File: src/rtl/hunter_pkg.sv
// hunter_pkg: command codes, frame state encoding and the cmd-to-code mapping
// shared by the fan-remote OOK encoders.
package hunter_pkg;

    localparam logic [7:0] CMD_SPEED0  = 8'h10;
    localparam logic [7:0] CMD_SPEED1  = 8'h21;
    localparam logic [7:0] CMD_SPEED2  = 8'h42;
    localparam logic [7:0] CMD_SPEED3  = 8'h84;
    localparam logic [7:0] CMD_LIGHT   = 8'h0F;
    localparam logic [7:0] CMD_RELEASE = 8'h00;

    typedef enum logic [2:0] {IDLE, SYNC_HI, SYNC_LO, BITS, TAIL} state_t;

    // cmd 5 and 6 are reserved and never produce a frame
    function automatic logic cmd_ok(input logic [2:0] cmd);
        return cmd != 3'd5 && cmd != 3'd6;
    endfunction

    function automatic logic [7:0] cmd_code(input logic [2:0] cmd);
        case (cmd)
            3'd0:    return CMD_SPEED0;
            3'd1:    return CMD_SPEED1;
            3'd2:    return CMD_SPEED2;
            3'd3:    return CMD_SPEED3;
            3'd4:    return CMD_LIGHT;
            default: return CMD_RELEASE;
        endcase
    endfunction

endpackage

File: src/rtl/chip_timer.sv
// chip_timer: chip-period down-counter; tc marks the last cycle of each chip
// and the counter reloads itself so chips run back to back while enabled.
module chip_timer #(
    parameter int CHIP_CYCLES = 1200
) (
    input  logic clk,
    input  logic reset_n,
    input  logic load,
    input  logic en,
    output logic tc
);

    localparam int W = CHIP_CYCLES > 1 ? $clog2(CHIP_CYCLES) : 1;
    localparam logic [W-1:0] TOP = W'(CHIP_CYCLES - 1);

    logic [W-1:0] count;

    always_ff @(posedge clk) begin
        if (!reset_n)
            count <= '0;
        else if (load || tc)
            count <= TOP;
        else if (en)
            count <= count - 1'b1;
    end

    assign tc = en && count == '0;

endmodule

File: src/rtl/ook_frame_encoder.sv
// ook_frame_encoder: turns one start request plus a fan command into a single
// OOK frame (sync mark, address, command code, silent tail) with PWM data bits.
module ook_frame_encoder
    import hunter_pkg::*;
#(
    parameter int CHIP_CYCLES     = 1200,
    parameter int SYNC_HIGH_CHIPS = 4,
    parameter int SYNC_LOW_CHIPS  = 10,
    parameter int ADDR_BITS       = 24,
    parameter logic [ADDR_BITS-1:0] ADDRESS = 24'hA5C31E,
    parameter int TAIL_CHIPS      = 20
) (
    input  logic       clk,
    input  logic       reset_n,
    input  logic [2:0] cmd,
    input  logic       start_packet,
    output logic       ook,
    output logic       busy,
    output logic       done,
    output logic       overrun
);

    localparam int NB   = ADDR_BITS + 8;
    localparam int BW   = $clog2(NB);
    localparam int MX1  = SYNC_HIGH_CHIPS > SYNC_LOW_CHIPS ? SYNC_HIGH_CHIPS : SYNC_LOW_CHIPS;
    localparam int MXC  = MX1 > TAIL_CHIPS ? MX1 : TAIL_CHIPS;
    localparam int CW   = MXC > 1 ? $clog2(MXC) : 1;

    state_t          state, state_d;
    logic [CW-1:0]   chip_cnt, chip_cnt_d;
    logic [1:0]      chip_idx, chip_idx_d;
    logic [BW-1:0]   bit_cnt, bit_cnt_d;
    logic [NB-1:0]   shreg, shreg_d;
    logic            accept, ook_d, tc;

    chip_timer #(.CHIP_CYCLES(CHIP_CYCLES)) u_timer (
        .clk     (clk),
        .reset_n (reset_n),
        .load    (accept),
        .en      (busy),
        .tc      (tc)
    );

    assign busy = state != IDLE;
    assign done = state == TAIL && tc && chip_cnt == '0;

    always_ff @(posedge clk) begin
        if (!reset_n) begin
            state    <= IDLE;
            chip_cnt <= '0;
            chip_idx <= '0;
            bit_cnt  <= '0;
            shreg    <= '0;
            ook      <= 1'b0;
            overrun  <= 1'b0;
        end else begin
            state    <= state_d;
            chip_cnt <= chip_cnt_d;
            chip_idx <= chip_idx_d;
            bit_cnt  <= bit_cnt_d;
            shreg    <= shreg_d;
            ook      <= ook_d;
            overrun  <= start_packet && !accept;
        end
    end

    always_comb begin
        state_d    = state;
        chip_cnt_d = chip_cnt;
        chip_idx_d = chip_idx;
        bit_cnt_d  = bit_cnt;
        shreg_d    = shreg;
        accept     = start_packet && state == IDLE && cmd_ok(cmd);
        case (state)
            IDLE:
                if (accept) begin
                    state_d    = SYNC_HI;
                    chip_cnt_d = CW'(SYNC_HIGH_CHIPS - 1);
                    shreg_d    = {ADDRESS, cmd_code(cmd)};
                end
            SYNC_HI:
                if (tc) begin
                    state_d    = chip_cnt == '0 ? SYNC_LO : SYNC_HI;
                    chip_cnt_d = chip_cnt == '0 ? CW'(SYNC_LOW_CHIPS - 1) : chip_cnt - 1'b1;
                end
            SYNC_LO:
                if (tc) begin
                    state_d    = chip_cnt == '0 ? BITS : SYNC_LO;
                    chip_cnt_d = chip_cnt - 1'b1;
                    chip_idx_d = '0;
                    bit_cnt_d  = BW'(NB - 1);
                end
            BITS:
                if (tc && chip_idx == 2'd2) begin
                    state_d    = bit_cnt == '0 ? TAIL : BITS;
                    chip_cnt_d = CW'(TAIL_CHIPS - 1);
                    chip_idx_d = '0;
                    bit_cnt_d  = bit_cnt - 1'b1;
                    shreg_d    = shreg << 1;
                end else if (tc) begin
                    chip_idx_d = chip_idx + 1'b1;
                end
            TAIL:
                if (tc) begin
                    state_d    = chip_cnt == '0 ? IDLE : TAIL;
                    chip_cnt_d = chip_cnt - 1'b1;
                end
            default: state_d = IDLE;
        endcase
        // carrier for the coming cycle: chip 0 always on, chip 1 carries the bit
        ook_d = state_d == SYNC_HI ||
                (state_d == BITS && (chip_idx_d == 2'd0 || (chip_idx_d == 2'd1 && shreg_d[NB-1])));
    end

endmodule
File: config.mk
export PLATFORM = sky130hd
export DESIGN_NAME = ook_frame_encoder
export DESIGN_NICKNAME = d
export VERILOG_FILES = /design/src/rtl/hunter_pkg.sv /design/src/rtl/chip_timer.sv /design/src/rtl/ook_frame_encoder.sv
export SDC_FILE = /design/constraint.sdc
export NUM_CORES = 1
export LEC_CHECK = 0
export BUFFER_PORTS_ARGS = -buffer_cell sky130_fd_sc_hd__buf_4
export CORE_MARGIN = 1
export CORE_UTILIZATION = 45
export CTS_CLUSTER_DIAMETER = 150
export DETAILED_ROUTE_END_ITERATION = 16
export GPL_ROUTABILITY_DRIVEN = 0
export HOLD_SLACK_MARGIN = 0.1
export SLEW_MARGIN = 40
export SYNTH_ARGS = -nofsm -noshare
export SYNTH_HDL_FRONTEND = slang
export SYNTH_SLANG_ARGS = --single-unit
File: constraint.sdc
create_clock -name clk -period 3.3 [get_ports clk]
set_input_delay 0.66 -clock clk [delete_from_list [all_inputs] [get_ports clk]]
set_output_delay 0.66 -clock clk [all_outputs]
set_load 0.05 [all_outputs]
After elaboration in Yosys (flattened, before gate mapping)
Index checks and enable logic that the tools add are counted.
{"block": "op_classes", "eq_ne": 19, "n_reduce_logical": 30, "mux": 29, "n_bitwise": 1, "n_addsub": 4}
{"op": "$mux 32", "n": 2}
{"op": "$pmux 32 s2", "n": 1}
{"op": "$pmux 8 s5", "n": 1}
{"op": "$mux 5", "n": 7}
{"op": "$mux 11", "n": 2}
{"op": "$mux 3", "n": 7}
{"op": "$pmux 5 s4", "n": 1}
{"op": "$eq 3x2->1 const B", "n": 5}
{"op": "$pmux 3 s5", "n": 1}
{"op": "$logic_not 11->1", "n": 1}
{"op": "$sub 11x1->11 const B", "n": 1}
{"op": "$logic_and 1x1->1", "n": 10}
{"op": "$logic_not 5->1", "n": 2}
{"op": "$pmux 5 s2", "n": 1}
{"op": "$sub 5x1->5 const B", "n": 2}
{"op": "$eq 3x1->1 const B", "n": 3}
{"op": "$mux 2", "n": 4}
{"op": "$ne 2x2->1 const B", "n": 4}
{"op": "$eq 3x3->1 const B", "n": 2}
{"op": "$logic_not 3->1", "n": 2}
{"op": "$ne 3x3->1 const B", "n": 2}
{"op": "$reduce_and 3->1", "n": 2}
{"op": "$reduce_bool 2->1", "n": 3}
{"op": "$reduce_and 5->1", "n": 1}
{"op": "13 further kinds", "n": 16}
{"block": "word_totals", "output_inout_bits": 4, "input_bits": 6, "word_cells": 93, "register_bits": 60}

Depth between registers and ports, before layout
{"block": "depth", "ltp_word": 10, "ltp_mapped": 10, "depth_no_buf": 9}

Cells and area by module
A second synthesis with hierarchy kept.
{"block": "unflattened", "hier_cells": 357, "hier_area_um2": 2982.9}
{"mod": "ook_frame_encoder", "n_inst": 1, "seq_area_each_um2": 980.9, "area_per_inst_um2": 2387.3, "cells_each": 295}
{"mod": "chip_timer", "n_inst": 1, "seq_area_each_um2": 220.2, "area_per_inst_um2": 595.6, "cells_each": 62}

Least setup slack after synthesis
OpenSTA, ideal clock, no wires.
{"block": "synth_path", "kind": "register to output", "start": "reg state[0]", "end": "out done", "t_arrival_ns": 2.037, "required_ns": 2.640, "n_path_buf": 2, "stages_incl_launch_ff": 7, "slack_ns": 0.603, "cell_sequence": "dfxtp_1 > clkbuf_1 > nor3_1 > inv_1 > buf_2 > nand3_1 > nor2_1"}
{"block": "synth_via", "elab_chain_cells": 4, "elab_cells_between_ends": 5, "cone_classes": "eq/ne: 1; reduce/logical: 4"}
{"item": "start, declared", "line_no": "ook_frame_encoder.sv:29", "source": "state_t state, state_d;"}
{"item": "start signal, assigned", "line_no": "ook_frame_encoder.sv:57", "source": "state <= state_d;"}
{"item": "$reduce_bool 3->1", "line_no": "ook_frame_encoder.sv:44", "source": "assign busy = state != IDLE;"}
{"item": "named net busy", "line_no": "ook_frame_encoder.sv:18", "source": "output logic busy,"}
{"item": "$logic_and 1x1->1", "line_no": "chip_timer.sv:27", "source": "assign tc = en && count == '0;"}
{"item": "$logic_and 1x1->1 (2 in series)", "line_no": "ook_frame_encoder.sv:45", "source": "assign done = state == TAIL && tc && chip_cnt == '0;"}
{"item": "end, declared", "line_no": "ook_frame_encoder.sv:19", "source": "output logic done,"}
The timed path passes the listed nets, and every way through them passes these cells.

Final worst setup path
{"block": "layout_path", "start": "reg chip_cnt[0]", "end": "out done"}
{"block": "layout_via", "elab_chain_cells": 2}
{"item": "start, declared", "line_no": "ook_frame_encoder.sv:30", "source": "logic [CW-1:0] chip_cnt, chip_cnt_d;"}
{"item": "start signal, assigned", "line_no": "ook_frame_encoder.sv:58", "source": "chip_cnt <= chip_cnt_d;"}
{"item": "$logic_not 5->1", "line_no": "ook_frame_encoder.sv:45"}
{"item": "$logic_and 1x1->1", "line_no": "ook_frame_encoder.sv:45"}
Every way passes these cells.

==> reports/qor.txt <==
status: finished clean
worst clock skew: 4.879 ps
post-synth top area share: 41.68%
sw power: 0.5628 mW
Routed WL: 6380 um
worst-path fanout max: 4
total negative slack: 0 ps
mux contribution to synthesized area: 0.6947%
H-tree depth: 3
layout cells sized above 1: 12.06%
Clock Tree Buf Depth: 2
internal power: 1.365 mW
Iter 0 DRT Violations: 118
sw frac: 29.20%
Hold Path Sink: shreg[6]
postcts setup bufs: 0
hold wc startpoint: shreg[6]
TritonCTS buffer count: 9
post-CTS sizing: 0
Pins Over Slew Limit: 0
via count: 2386
Avg WL per Cell: 15.37 um
Post-Syn Nets: 345
Worst VDD drop: 461.4 uV
sequential element share of the synthesized area: 41.68%
initial antenna violation count: 0
unrepaired setup endpoints after global routing: no
Synth area leaders: dfxtp_1 (42%), nor2_1 (6.9%), a22oi_1 (4.2%)
IO Pins: 10
largest area contributor in the netlist: dfxtp_1
YS warnings: 0
Fill cells: 596
FF-to-FF setup slack: 850 ps
overall global routing resource usage: 21.61%
Simple-Gate Fraction of Synth Area: 23.93%
DRC viols: 0
synth unique cells: 57
syn avg cell area: 8.705 um2
Final Power: 1.928 mW
WHS Path Cells: 2
WP data required: 2640 ps
Worst EP arrival: 2050 ps
first-pass GRT wire length: 10670 um
Post-synth EDFFs: 0
post-synthesis adder-cell area fraction: 3.474%
Least-Margin Pin Slew: 719.5 ps
via count of the first global-routing pass: 2218
die area: 6727 um2
Comb pwr share: 18.5%
Flop pwr share: 43.2%
Async SR Flop Fraction: 0%
DIE HEIGHT: 82.02 um
CORE AREA: 6061 um2
min Tclk post-route: 2708 ps
reg-to-reg startpoint: u_timer.count[5]
CTS sink cnt: 60
fmax: 369.3 MHz
Port Buffers: 9
final number of hold-violating endpoints: 0
Register-to-Register Path Depth: 8
CP startpoint: chip_cnt[0]
largest net degree at the start of global routing: 33
vias per cell: 5.749
Worst-path clk slew: 70 ps
Diodes inserted: 0
Die W: 82.02 um
endpoints failing setup: 0
Initial Utilization: 47.54%
Synth Register Bits: 60
Leak: 1.225 nW
final net count: 349
Main synth FF type: dfxtp_1
CP Cell Sequence: inv_1 -> ha_1 -> nor4b_1 -> nand3_1 -> nor2_1 -> buf_4
Hold-fix buffers, CTS: 0
CP endpoint kind: output port
Reg2Reg Capture Point: ook
DP Wirelength: 4353 um
largest stage delay on the critical path: 600 ps
Crit Path Category: register to output port
Compound-Gate Fraction of Synth Area: 21.54%
CTS tree: done
Slowest-stage cell, CP: nor4b_1
number of max-cap violations: 0
Area growth syn-to-layout: 10.86%
Startpoint Class: register
total gr overflow: 0
Clk Latency, worst-skew pair: 350 ps
Post-Syn Instances: 331
area of the mapped netlist: 2882 um2
Synth Area in XOR/XNOR: 3.647%
Clk pwr share: 38.3%
Pwr Density: 603.5 nW/um2
clk root buf: clkbuf_8
antenna-violating nets left: 0
First-pass DRT Iterations: 4
main combinational cell family by area after synthesis: simple AND/OR/NAND/NOR gates
row cnt: 28
period utilization: 82.05%
worst hold path class: register to register
Slew headroom: 51.35%
[worst max path at each step]
stage / end / slack, ps / cells past startpoint
5_1_grt: done / 430 / 6
2_1_floorplan: done / 600 / 6
3_3_place_gp: shreg[4] / 870 / 7
6_report: done / 590 / 6
4_1_cts: done / 580 / 5
3_5_place_dp: shreg[4] / 860 / 7
[sequential cells by signal, indices dropped and copies added (netlist names)]
name,count
bit_cnt,5
chip_cnt,5
chip_idx,2
ook,1
overrun,1
shreg,32
state,3
u_timer.count,11
[per-layer routing]
layer  part of all wire (%)  global-route usage (%)  up-vias
met3                    3.6                   8.667       10
met1                     49                   26.72     1134
met5                      0                       0        -
met4                    1.3                   7.368        0
met2                     46                   33.88       26
li1                       -                       -     1216
[through the flow]
step / hold WS (ps) / utilization, % / instance area (um2) / setup slack [ps] / instances
after floorplan: 432.0 / - / 2882 / 603.3 / 331
after global placement: 448.2 / 49.11 / 2977 / 868.7 / 399
after detailed placement: 459.9 / 49.11 / 2977 / 862.2 / 399
after CTS: 470.1 / 52.70 / 3194 / 582.4 / 415
after global routing: 503.8 / 52.70 / 3194 / 426.4 / 415
final: 472.7 / 52.70 / 3194 / 592.4 / 415
[power by group through the flow]
stage | logic [mW] | clock network (mW) | registers [mW]
floorplan | 0.282 | 0 | 0.841
global placement | 0.353 | 0 | 0.848
detailed placement | 0.354 | 0 | 0.848
CTS | 0.357 | 0.757 | 0.832
global route | 0.397 | 0.800 | 0.839
finish | 0.357 | 0.738 | 0.833
[worst max-delay path, delay by kind of cell (launching register included)]
kind | cells | cell delay (ps)
fa+ha+maj | 1 | 160
buf+inv | 2 | 310
flops | 1 | 330
simple gates | 3 | 900
[cell type report]
type	instances	area, um2	area share, %
clock buffers	12	145.1	4.544
flip-flops and latches	60	1201	37.60
inverters	11	41.29	1.293
multi-input cells	239	1535	48.06
clock inverters	4	72.57	2.272
repair buffers	14	105.1	3.290
well taps	75	93.84	2.938
[cell usage after synthesis, types with 4 or more instances]
cell / instances
nand2_1: 15
buf_2: 5
a31oi_1: 4
a221oi_1: 5
a21oi_1: 18
xor2_1: 8
dfxtp_1: 60
ha_1: 8
a211oi_1: 4
o22ai_1: 13
and2_1: 4
xnor2_1: 4
nand3_1: 8
nor3_1: 8
o21ai_0: 11
inv_1: 11
nor2_1: 53
a22oi_1: 16
nor4b_1: 4
nor2b_1: 6
clkbuf_1: 12
[kinds of logic (layout without fill, tap and decap cells)]
family | count (synthesis) | after routing
fa+ha+maj | 8 | 8
flops | 60 | 60
mux | 2 | 2
compound gates | 90 | 90
simple gates | 127 | 127
xor+xnor | 12 | 12
buf+inv | 32 | 41
[cells in the final DEF (no fill, tap or decap), drive strengths merged, types with 2 or more instances in the layout]
cell    count
a211oi      4
o31ai       3
dfxtp      60
o211ai      2
clkbuf     12
nor3        8
or3         2
inv        11
a21oi      21
xnor2       4
ha          8
nand3       8
o22ai      13
a31oi       4
nand4       4
and3        4
or4b        2
nor4b       5
o21ai      11
a22oi      16
nor4        4
mux2i       2
and2        4
nand2b      2
nor2       53
buf        14
a221oi      5
nor3b       3
bufinv      2
o21a        2
nor2b       6
and4b       2
xor2        8
nand2      16
No activity file was read; power rests on OpenSTA's default activity.
